`config.mk`:
```
export PLATFORM = sky130hd
export DESIGN_NAME = mem_arbiter
export DESIGN_NICKNAME = d
export VERILOG_FILES = /design/src/rtl/mem_arbiter_pkg.sv /design/src/rtl/rr_pick2.sv /design/src/rtl/mem_arbiter.sv
export SDC_FILE = /design/constraint.sdc
export NUM_CORES = 1
export LEC_CHECK = 0
export CORE_AREA = 2 2 289 291
export DETAILED_ROUTE_END_ITERATION = 6
export DIE_AREA = 0 0 291 293
export GPL_ROUTABILITY_DRIVEN = 1
export PLACE_DENSITY = 0.49
export SYNTH_ARGS = -nofsm -noshare
export SYNTH_HDL_FRONTEND = slang
export SYNTH_HIERARCHICAL = 1
export SYNTH_SLANG_ARGS = --single-unit
```
`constraint.sdc`:
```
create_clock -name clk -period 14.6 [get_ports clk]
set_input_delay 2.92 -clock clk [delete_from_list [all_inputs] [get_ports clk]]
set_output_delay 2.92 -clock clk [all_outputs]
set_load 0.05 [all_outputs]
```
`src/rtl/mem_arbiter_pkg.sv`:
```
// Shared types for the I/D cache line-port arbiter.
// States, requester ids and line geometry.
package mem_arbiter_pkg;

  typedef enum logic [1:0] {
    IDLE = 2'd0,
    BUSY = 2'd1,
    RESP = 2'd2
  } arb_state_t;

  typedef enum logic [1:0] {
    REQ_NONE = 2'b00,
    REQ_I    = 2'b01,
    REQ_D    = 2'b10
  } req_id_t;

  localparam int DEF_LINE_BITS = 128;
  localparam int LINE_BYTES    = DEF_LINE_BITS / 8;

endpackage

```
`src/rtl/rr_pick2.sv`:
```
// Two-way round-robin chooser, purely combinational.
// A tie goes to whichever requester did not win last time.
module rr_pick2
  import mem_arbiter_pkg::*;
(
  input  logic    i_req_i,
  input  logic    d_req_i,
  input  req_id_t last_grant_i,
  output req_id_t winner_o
);

  always_comb begin
    winner_o = REQ_NONE;
    if (i_req_i && d_req_i) begin
      winner_o = (last_grant_i == REQ_I) ? REQ_D : REQ_I;
    end else if (i_req_i) begin
      winner_o = REQ_I;
    end else if (d_req_i) begin
      winner_o = REQ_D;
    end
  end

endmodule

```
`src/rtl/mem_arbiter.sv`:
```
// Shares one line-wide memory port between I-cache reads and D-cache reads/write-backs.
// One transaction at a time: grant one edge after request, ready one cycle after in_mem_ready, plus a timeout watchdog.
module mem_arbiter
  import mem_arbiter_pkg::*;
#(
  parameter int CACHE_LINE_SIZE = DEF_LINE_BITS,
  parameter int ADDR_WIDTH      = 32,
  parameter int TIMEOUT_CYCLES  = 64
) (
  input  logic                       clk,
  input  logic                       reset,
  input  logic                       in_i_read_en,
  input  logic [ADDR_WIDTH-1:0]      in_i_addr,
  output logic [CACHE_LINE_SIZE-1:0] out_i_read_data,
  output logic                       out_i_ready,
  input  logic                       in_d_read_en,
  input  logic                       in_d_write_en,
  input  logic [ADDR_WIDTH-1:0]      in_d_addr,
  input  logic [CACHE_LINE_SIZE-1:0] in_d_write_data,
  output logic [CACHE_LINE_SIZE-1:0] out_d_read_data,
  output logic                       out_d_ready,
  output logic                       out_mem_read_en,
  output logic                       out_mem_write_en,
  output logic [ADDR_WIDTH-1:0]      out_mem_addr,
  output logic [CACHE_LINE_SIZE-1:0] out_mem_write_data,
  input  logic [CACHE_LINE_SIZE-1:0] in_mem_read_data,
  input  logic                       in_mem_ready,
  output logic [1:0]                 out_grant,
  output logic                       out_error
);

  localparam int WD_W = $clog2(TIMEOUT_CYCLES + 1);

  arb_state_t                 state_q, state_d;
  req_id_t                    last_q, last_d;
  req_id_t                    grant_q, grant_d;
  req_id_t                    winner;
  logic                       rd_en_q, rd_en_d;
  logic                       wr_en_q, wr_en_d;
  logic [ADDR_WIDTH-1:0]      addr_q, addr_d;
  logic [CACHE_LINE_SIZE-1:0] wdata_q, wdata_d;
  logic [CACHE_LINE_SIZE-1:0] i_rdata_q, i_rdata_d;
  logic [CACHE_LINE_SIZE-1:0] d_rdata_q, d_rdata_d;
  logic                       i_rdy_q, i_rdy_d;
  logic                       d_rdy_q, d_rdy_d;
  logic                       err_q, err_d;
  logic [WD_W-1:0]            wdog_q, wdog_d;

  rr_pick2 u_pick (
    .i_req_i      (in_i_read_en),
    .d_req_i      (in_d_read_en | in_d_write_en),
    .last_grant_i (last_q),
    .winner_o     (winner)
  );

  always_comb begin
    state_d   = state_q;
    last_d    = last_q;
    grant_d   = grant_q;
    rd_en_d   = rd_en_q;
    wr_en_d   = wr_en_q;
    addr_d    = addr_q;
    wdata_d   = wdata_q;
    i_rdata_d = i_rdata_q;
    d_rdata_d = d_rdata_q;
    i_rdy_d   = 1'b0;
    d_rdy_d   = 1'b0;
    err_d     = err_q;
    wdog_d    = wdog_q;

    case (state_q)
      IDLE: begin
        if (winner != REQ_NONE) begin
          state_d = BUSY;
          grant_d = winner;
          last_d  = winner;
          wdog_d  = '0;
          if (winner == REQ_I) begin
            addr_d  = in_i_addr;
            rd_en_d = 1'b1;
          end else begin
            addr_d  = in_d_addr;
            wdata_d = in_d_write_data;
            // Write-back wins over a simultaneous refill; the refill stays pending.
            if (in_d_write_en) wr_en_d = 1'b1;
            else               rd_en_d = 1'b1;
          end
        end
      end

      BUSY: begin
        if (in_mem_ready || wdog_q == WD_W'(TIMEOUT_CYCLES - 1)) begin
          state_d = RESP;
          rd_en_d = 1'b0;
          wr_en_d = 1'b0;
          if (!in_mem_ready) err_d = 1'b1;
          if (grant_q == REQ_I) begin
            i_rdy_d = 1'b1;
            if (in_mem_ready && rd_en_q) i_rdata_d = in_mem_read_data;
          end else begin
            d_rdy_d = 1'b1;
            if (in_mem_ready && rd_en_q) d_rdata_d = in_mem_read_data;
          end
        end else begin
          wdog_d = wdog_q + WD_W'(1);
        end
      end

      RESP: begin
        state_d = IDLE;
        grant_d = REQ_NONE;
      end

      default: state_d = IDLE;
    endcase
  end

  always_ff @(posedge clk or posedge reset) begin
    if (reset) begin
      state_q   <= IDLE;
      last_q    <= REQ_I;
      grant_q   <= REQ_NONE;
      rd_en_q   <= 1'b0;
      wr_en_q   <= 1'b0;
      addr_q    <= '0;
      wdata_q   <= '0;
      i_rdata_q <= '0;
      d_rdata_q <= '0;
      i_rdy_q   <= 1'b0;
      d_rdy_q   <= 1'b0;
      err_q     <= 1'b0;
      wdog_q    <= '0;
    end else begin
      state_q   <= state_d;
      last_q    <= last_d;
      grant_q   <= grant_d;
      rd_en_q   <= rd_en_d;
      wr_en_q   <= wr_en_d;
      addr_q    <= addr_d;
      wdata_q   <= wdata_d;
      i_rdata_q <= i_rdata_d;
      d_rdata_q <= d_rdata_d;
      i_rdy_q   <= i_rdy_d;
      d_rdy_q   <= d_rdy_d;
      err_q     <= err_d;
      wdog_q    <= wdog_d;
    end
  end

  assign out_i_read_data    = i_rdata_q;
  assign out_i_ready        = i_rdy_q;
  assign out_d_read_data    = d_rdata_q;
  assign out_d_ready        = d_rdy_q;
  assign out_mem_read_en    = rd_en_q;
  assign out_mem_write_en   = wr_en_q;
  assign out_mem_addr       = addr_q;
  assign out_mem_write_data = wdata_q;
  assign out_grant          = grant_q;
  assign out_error          = err_q;

endmodule
```
Word-level counts from Yosys, hierarchy flattened:

Index checks and enable logic that the tools add are counted.

* multiplexer cells: 28
* multipliers: 0
* bitwise logic cells: 4
* shifts and indexed selects: 0
* add/sub/neg operators: 1
* divide/modulo/power cells: 0
* $lt $le $gt $ge: 0
* reductions and logical operators: 17
* equality and inequality tests: 12

Operators with widths (number)
* 2-to-1 mux 32 bit: 1
* 2-to-1 mux 2 bit: 7
* 2-to-1 mux 7 bit: 2
* one-hot mux 7 bit (2 select lines): 1
* 2-to-1 mux 1 bit: 13
* AND reduction 4 bit: 3
* != test 2 bit, second input constant: 5
* AND reduction 3 bit: 3
* equality test 2 x 1 -> 1 bit, second input constant: 4
* one-hot mux 2 bit (2 select lines): 2
* adder 7 x 1 -> 7 bit, second input constant: 1
* equality test 7 x 6 -> 1 bit, second input constant: 1
* AND reduction 2 bit: 3
* nonzero test 2 bit: 3
* AND reduction 5 bit: 1
* one-hot mux 1 bit (2 select lines): 2
* != test 3 bit, second input constant: 1
* NOT 1 bit: 3
* equality test 2 bit, second input constant: 1
* logical AND 1 bit: 2
* zero test 2 bit: 1
* logical OR 1 bit: 1
* bitwise OR 1 bit: 1

* output and inout port bits: 423
* register bits after elaboration: 434
* memories kept: 0
* bits in read-only memories: 0
* latch bits: 0
* bits in writable memories: 0
* word-level logic and storage cells: 75
* input port bits: 326

Depth between registers and ports, before layout:

Gate-level depths: netlist (run 1).

* depth in word-level cells: 8
* gate-level depth with buffers: 8
* mapped depth without buffers: 5

Cells and area by module:

Netlist (run 1), hierarchy kept.

Modules (own cells, without submodules)
* mem_arbiter: cells an instance 1048, seq. area each 10861.7 um^2, instances 1, area each 17613.1 um^2
* rr_pick2: cells an instance 4, seq. area each 0.0 um^2, instances 1, area each 30.0 um^2

Least setup slack after synthesis (run 1):

Ideal clock, no wire load.

* path kind: input to register
* from: in in_d_write_en
* to: reg wdata_q[10] (netlist: out_mem_write_data[10])
* setup slack: 10201 ps
* required time: 14472 ps
* library setup time: 128 ps
* arrival time: 4271 ps
* path buffers: 3
* stages: 7
* path through: or2_2 o21a_1 nor3b_1 buf_2 buf_4 buf_4 mux2_1

* cells in the longest elaborated chain, start to end: 7
* elaborated cells between the ends (all ways): 9
* those cells by class: eq/ne: 1; mux: 3; bitwise: 2; reduce/logical: 3

Ends and longest elaborated chain
* start: declaration: RTL line mem_arbiter.sv:17 `input logic in_d_write_en,`
* bitwise OR 1 bit (*): RTL line mem_arbiter.sv:51 `.d_req_i (in_d_read_en | in_d_write_en),`
* 2-to-1 mux 2 bit: RTL line rr_pick2.sv:18 `end else if (d_req_i) begin`
* 2-to-1 mux 2 bit: RTL line rr_pick2.sv:16 `end else if (i_req_i) begin`
* 2-to-1 mux 2 bit (*): RTL line rr_pick2.sv:14 `if (i_req_i && d_req_i) begin`
* net winner[1]: RTL line mem_arbiter.sv:37 `req_id_t winner;`
* equality test 2 x 1 -> 1 bit: RTL line mem_arbiter.sv:78 `if (winner == REQ_I) begin`
* NOT 1 bit (no source line)
* AND reduction 3 bit (no source line) (*)
* end signal: assignment: RTL line mem_arbiter.sv:140 `wdata_q <= wdata_d;`
* end: declaration: RTL line mem_arbiter.sv:41 `logic [CACHE_LINE_SIZE-1:0] wdata_q, wdata_d;`

Mark *: on every way through the listed nets, which the timed path passes. The rest lies on a longest branch.
A chain may end at the register's enable or synchronous reset.

Worst setup path after layout (run 1):

* from: in in_mem_ready
* to: reg i_rdata_q[117] (netlist: out_i_read_data[117])

* cells in the longest elaborated chain, start to end: 2
* elaborated cells between the ends (all ways): 3
* those cells by class: reduce/logical: 3

Ends and longest elaborated chain
* start: declaration: RTL line mem_arbiter.sv:27 `input logic in_mem_ready,`
* logical OR 1 bit or logical AND 1 bit (tied branches): RTL line mem_arbiter.sv:92, mem_arbiter.sv:99
* AND reduction 4 bit (no source line) (*)
* end signal: assignment: RTL line mem_arbiter.sv:141 `i_rdata_q <= i_rdata_d;`
* end: declaration: RTL line mem_arbiter.sv:42 `logic [CACHE_LINE_SIZE-1:0] i_rdata_q, i_rdata_d;`

Mark *: on every way between the ends. The rest lies on a longest branch, timed or not.

==> out/metrics.csv, run 1 <==
stage,metric,value,unit
clocking,cts repair resizes,0,
sta,Final setup viols,0,
sta,setup TNS,0,ns
sta,worst slew pin tran,1.41,ns
sta,Clock Skew,0.0110,ns
clocking,CTS tree,built,
layout,fin nets,2135,
sta,unrepaired setup endpoints after global routing,no,
placed_design,port bufs,748,
floorplanning,die area,0.0853,mm^2
routing,WL met3,4.92,mm
outcome,status,completed,
routing,ANT nets after route,0,
sta,period utilization,0.416,
clocking,clk sinks,434,
clocking,Longest Clk Path Bufs,3,
clocking,H-tree level count,2,
synth,"FFs w/ async S/R, synth",1.00,
routing,via-per-instance ratio,4.01,
placed_design,Routability Congestion,0.798,
floorplanning,Core ar.,0.0818,mm^2
floorplanning,I/O pin count,749,
layout,Area Growth Syn to Fin,57.0,%
clocking,clk_lat worst skew,0.58,ns
layout,final std cells w/o fill,2921,
worst_setup_path,CP required,15.06,ns
power_and_ir_drop,Peak supply drop,157,uV
synth,syn_area_per_cell,16.8,um^2
clocking,Hold Buf Count CTS,0,
placed_design,placed insts,2824,
worst_hold_path,Tightest Hold Check Type,register to register,
synth,Synth top area share,0.614,
global_route,largest net degree at the start of global routing,169,
routing,1st-pass router iterations,4,
sta,final worst path period need,6.08,ns
synth,Synth Flop Type,dfrtp_1,
routing,DRT Wirelength,58.6,mm
worst_setup_path,CP Launch Type,primary input,
worst_setup_path,WP data arrival,6.53,ns
routing,top sig layer,met5,
synth,Synth top cells by count,"dfrtp_1, mux2_4, mux2_1",
synth,top-count cell post-synth,dfrtp_1,
synth,leading post-synthesis cells by cell area,"dfrtp_1, mux2_4, mux2_1, mux2_2, buf_12",
global_route,initial antenna violation count,4,
worst_setup_path,CP Max Fanout,57,
worst_setup_path,"setup slack, reg-to-reg",10.93,ns
synth,post-synth top area cell,dfrtp_1,
clocking,Post-CTS Setup Bufs,0,
global_route,total grt overflow,0,
worst_setup_path,WS Path Type,primary input to register,
global_route,vias in the first global route,12960,
synth,syn_nets,1379,
layout,share of cells above drive strength 1,0.220,
synth,synth warn,6,
worst_setup_path,crit end category,register,
layout,final core utilization,0.338,
sta,Rel. slew slack,0.0621,
floorplanning,die width,291,um
clocking,CTS buffer count,52,
synth,synthesized instance count,1052,
sta,final hold violation count,0,
routing,DR vias,11717,
floorplanning,die height,293,um
power_and_ir_drop,Leakage,11.6,nW
routing,Met1 Routed Length,21.3,mm
floorplanning,Std-Cell Rows,105,
floorplanning,Starting Density,0.216,
global_route,first-pass GRT wire length,86.6,mm
routing,drt first-iter violations,361,
placed_design,DP Wirelength,42.8,mm
synth,Post-synth EDFFs,0,
synth,Mapped Area,0.0176,mm^2
routing,drt wl/cell,20.0,um
clocking,clock transition at the registers of the reported paths,0.06,ns
routing,drt drc,0,
power_and_ir_drop,pwr dens,291,mW/mm^2
sta,max-slew violations,0,
run,max_cap viols,0,
clocking,Clock Tree Root,clkbuf_16,
global_route,Total Routing Usage GR,0.133,
routing,metal2 WL,30.5,mm
power_and_ir_drop,total chip power,8.06,mW
synth,"flops & latches, synth",434,
synth,post-synthesis sequential area ratio,0.616,
sta,Fmax achieved,165,MHz
synth,post-synth cell types,46,
metal layers:
| metal | global-route usage | up-vias |
|---|---|---|
| met5 | 0 | - |
| met2 | 0.243 | 492 |
| met3 | 0.0473 | 91 |
| li1 | - | 5279 |
| met4 | 0.0454 | 2 |
| met1 | 0.142 | 5853 |
through the flow:
step                      setup slack (ns)  instance area, um^2  hold WS, ns
final                                 8.52                27700        0.482
after global routing                  8.28                27700        0.501
after detailed placement              7.65                25900        0.472
after global placement                7.64                25900        0.468
after floorplan                       5.82                17600        0.462
after CTS                             8.30                27700        0.485
path summary, 6_finish.rpt:
kind,to,from,cells past startpoint
max in group asynchronous,out_mem_write_data[66],reset,5
hold reg to reg,out_error,out_error,1
hold / removal,out_error,out_error,1
setup / recovery,out_i_read_data[117],in_mem_ready,6
setup reg to reg,out_i_read_data[117],state_q[1],5
min in group asynchronous,out_mem_write_data[7],reset,3
layout make-up:
type / instances / area [um^2]
clock buffer: 64 / 1430
antenna: 2 / 5.00
tap: 1070 / 1340
inverter: 7 / 30.0
clock inverter: 31 / 322
fill: 7970 / 54200
sequential: 434 / 10900
timing repair buffer: 763 / 7620
multi-input combinational: 550 / 6080
sequential cells by signal, summed over array words and instances (netlist names), 2 cells and up:
signal              flops
wdog_q                  7
last_q                  2
out_mem_write_data    128
state_q                 2
out_i_read_data       128
out_d_read_data       128
out_grant               2
out_mem_addr           32
worst max-delay path, stage by stage:
cell	delay, ns
clkdlybuf4s50_1	0.57
nand2_1	0.18
nor3_4	0.69
buf_4	0.84
buf_4	0.86
mux2_4	0.35
report_power, final:
group / switching (mW) / total (mW) / leakage [nW] / internal [mW]
Combinational: 2.87 / 4.59 / 5.42 / 1.71
Clock: 0.536 / 1.33 / 0.867 / 0.799
Sequential: 0.342 / 2.14 / 5.30 / 1.80
kinds of logic after synthesis:
| logic type | Yosys count | share of synthesized area |
|---|---|---|
| buffers and inverters | 68 | 0.0401 |
| AOI/OAI and AO/OA | 121 | 0.0384 |
| and+or+nand+nor | 38 | 0.0140 |
| adders and majority gates | 1 | 0.000709 |
| DFF | 434 | 0.616 |
| muxes | 390 | 0.291 |
layout by cell type (no fill, tap or decap), types with 2 or more instances in the layout:
master,n
clkbuf_1,5
o21ai_0,41
a21oi_1,7
nor3_4,2
or2_2,3
nor2_1,5
mux2_4,200
mux2_2,87
inv_1,6
dfrtp_1,433
a21o_1,3
nor3b_2,2
clkinv_2,19
nand2_1,8
nor3_1,2
buf_4,13
clkdlybuf4s50_1,748
clkbuf_8,6
mux2_1,97
o21ai_1,31
buf_12,2
mux2i_1,6
and3_1,3
nand2b_1,2
clkinvlp_4,6
diode_2,2
o22ai_1,30
clkbuf_16,53
bufinv_16,6
Power figures use the tool's default switching activity.
==> inputs of run 2 (changes only) <==
clock period = 5.2 ns   (was 14.6 ns; I/O delays follow)
==> out/metrics.csv, run 2 (same netlist as run 1, synthesis figures left out) <==
stage,metric,value,unit
worst_setup_path,WS Path Type,primary input to register,
layout,share of cells above drive strength 1,0.219,
power_and_ir_drop,total chip power,22.6,mW
routing,drt wl/cell,20.4,um
global_route,vias in the first global route,13045,
clocking,Longest Clk Path Bufs,3,
routing,1st-pass router iterations,4,
placed_design,port bufs,748,
placed_design,placed insts,2829,
sta,period utilization,0.589,
sta,final worst path period need,3.07,ns
global_route,first-pass GRT wire length,87.7,mm
clocking,clk_lat worst skew,0.59,ns
clocking,Clock Tree Root,clkbuf_16,
worst_setup_path,CP Launch Type,primary input,
clocking,CTS tree,built,
sta,Rel. slew slack,0.236,
sta,Fmax achieved,326,MHz
floorplanning,Starting Density,0.216,
global_route,initial antenna violation count,2,
routing,DR vias,11797,
worst_setup_path,"setup slack, reg-to-reg",2.68,ns
floorplanning,Std-Cell Rows,105,
worst_setup_path,CP required,5.66,ns
layout,most frequent cells in the layout,"clkdlybuf4s50_1, dfrtp_1, mux2_4",
clocking,clk sinks,434,
layout,Area Growth Syn to Fin,57.6,%
routing,via-per-instance ratio,4.03,
run,max_cap viols,0,
worst_setup_path,reg2reg path depth,6,
sta,Final setup viols,0,
worst_setup_path,CP Max Fanout,35,
clocking,clock transition at the registers of the reported paths,0.06,ns
power_and_ir_drop,Peak supply drop,477,uV
sta,worst slew pin tran,1.14,ns
worst_hold_path,Hold Path Origin,out_i_read_data[32],
floorplanning,Core ar.,0.0818,mm^2
layout,final core utilization,0.340,
floorplanning,die height,293,um
floorplanning,I/O pin count,749,
power_and_ir_drop,pwr dens,812,mW/mm^2
outcome,status,completed,
floorplanning,die area,0.0853,mm^2
global_route,Total Routing Usage GR,0.136,
sta,final hold violation count,0,
routing,drt first-iter violations,351,
placed_design,DP Wirelength,44.3,mm
placed_design,Area after DPL,0.0261,mm^2
layout,post-route cell area,0.0278,mm^2
worst_hold_path,hold path cells,1,
routing,ANT nets after route,0,
sta,unrepaired setup endpoints after global routing,no,
worst_setup_path,crit end category,register,
sta,max-slew violations,0,
routing,drt drc,0,
clocking,cts repair resizes,0,
global_route,total grt overflow,0,
placed_design,Routability Congestion,0.772,
clocking,CTS buffer count,52,
global_route,largest net degree at the start of global routing,121,
clocking,Hold Buf Count CTS,0,
worst_setup_path,R2R Path End,out_mem_addr[8],
clocking,Post-CTS Setup Bufs,0,
power_and_ir_drop,Leakage,11.6,nW
worst_hold_path,Tightest Hold Check Type,register to register,
routing,DRT Wirelength,59.6,mm
worst_setup_path,WP data arrival,3.53,ns
worst_hold_path,hold worst-path end,out_i_read_data[32],
floorplanning,die width,291,um
layout,final std cells w/o fill,2925,
worst_setup_path,worst r2r src,last_q[0],
layout,"commonest non-fill, non-tap cell in the layout",clkdlybuf4s50_1,
clocking,H-tree level count,2,
layout,fin nets,2140,
sta,Clock Skew,0.0224,ns
==> run 2: critical path: stages <==
cell,delay (ns)
clkdlybuf4s50_1,0.46
or2_2,0.34
a21oi_1,0.35
or2_2,0.21
nand2_1,0.65
and3_1,0.48
==> run 2: worst max-delay path by stage <==
| stage | startpoint | endpoint |
|---|---|---|
| after floorplan | reset | last_q[1] |
| after global placement | in_d_write_en | wdog_q[6] |
| after detailed placement | in_d_write_en | out_mem_addr[14] |
| after CTS | out_grant[0] | out_grant[0] |
| after global routing | in_d_write_en | wdog_q[6] |
| final | in_d_write_en | wdog_q[6] |
==> run 2: cell type report <==
type	instances	area (um^2)
antenna	3	7.51
multi-input combinational	550	6080
inverter	7	30.0
tap	1070	1340
sequential	434	10900
timing repair buffer	768	7750
clock buffer	75	1550
fill	8007	54000
clock inverter	18	184
==> run 2: power breakdown <==
group          switching (mW)  internal [mW]
registers               0.981           5.05
logic                    8.06           4.81
clock network            1.48           2.21
==> run 2: metal layers <==
metal	GRT usage	wire (um)
met1	0.147	21900
met2	0.242	30500
met3	0.0483	5000
met4	0.0537	2150
met5	0	0
==> run 2: metrics by stage <==
stage	setup WS (ns)	setup TNS (ns)	hold WS, ns
floorplan	-1.70	-736.40	0.462
global placement	1.55	0	0.468
detailed placement	1.53	0	0.474
CTS	2.02	0	0.487
global route	2.00	0	0.499
finish	2.13	0	0.481
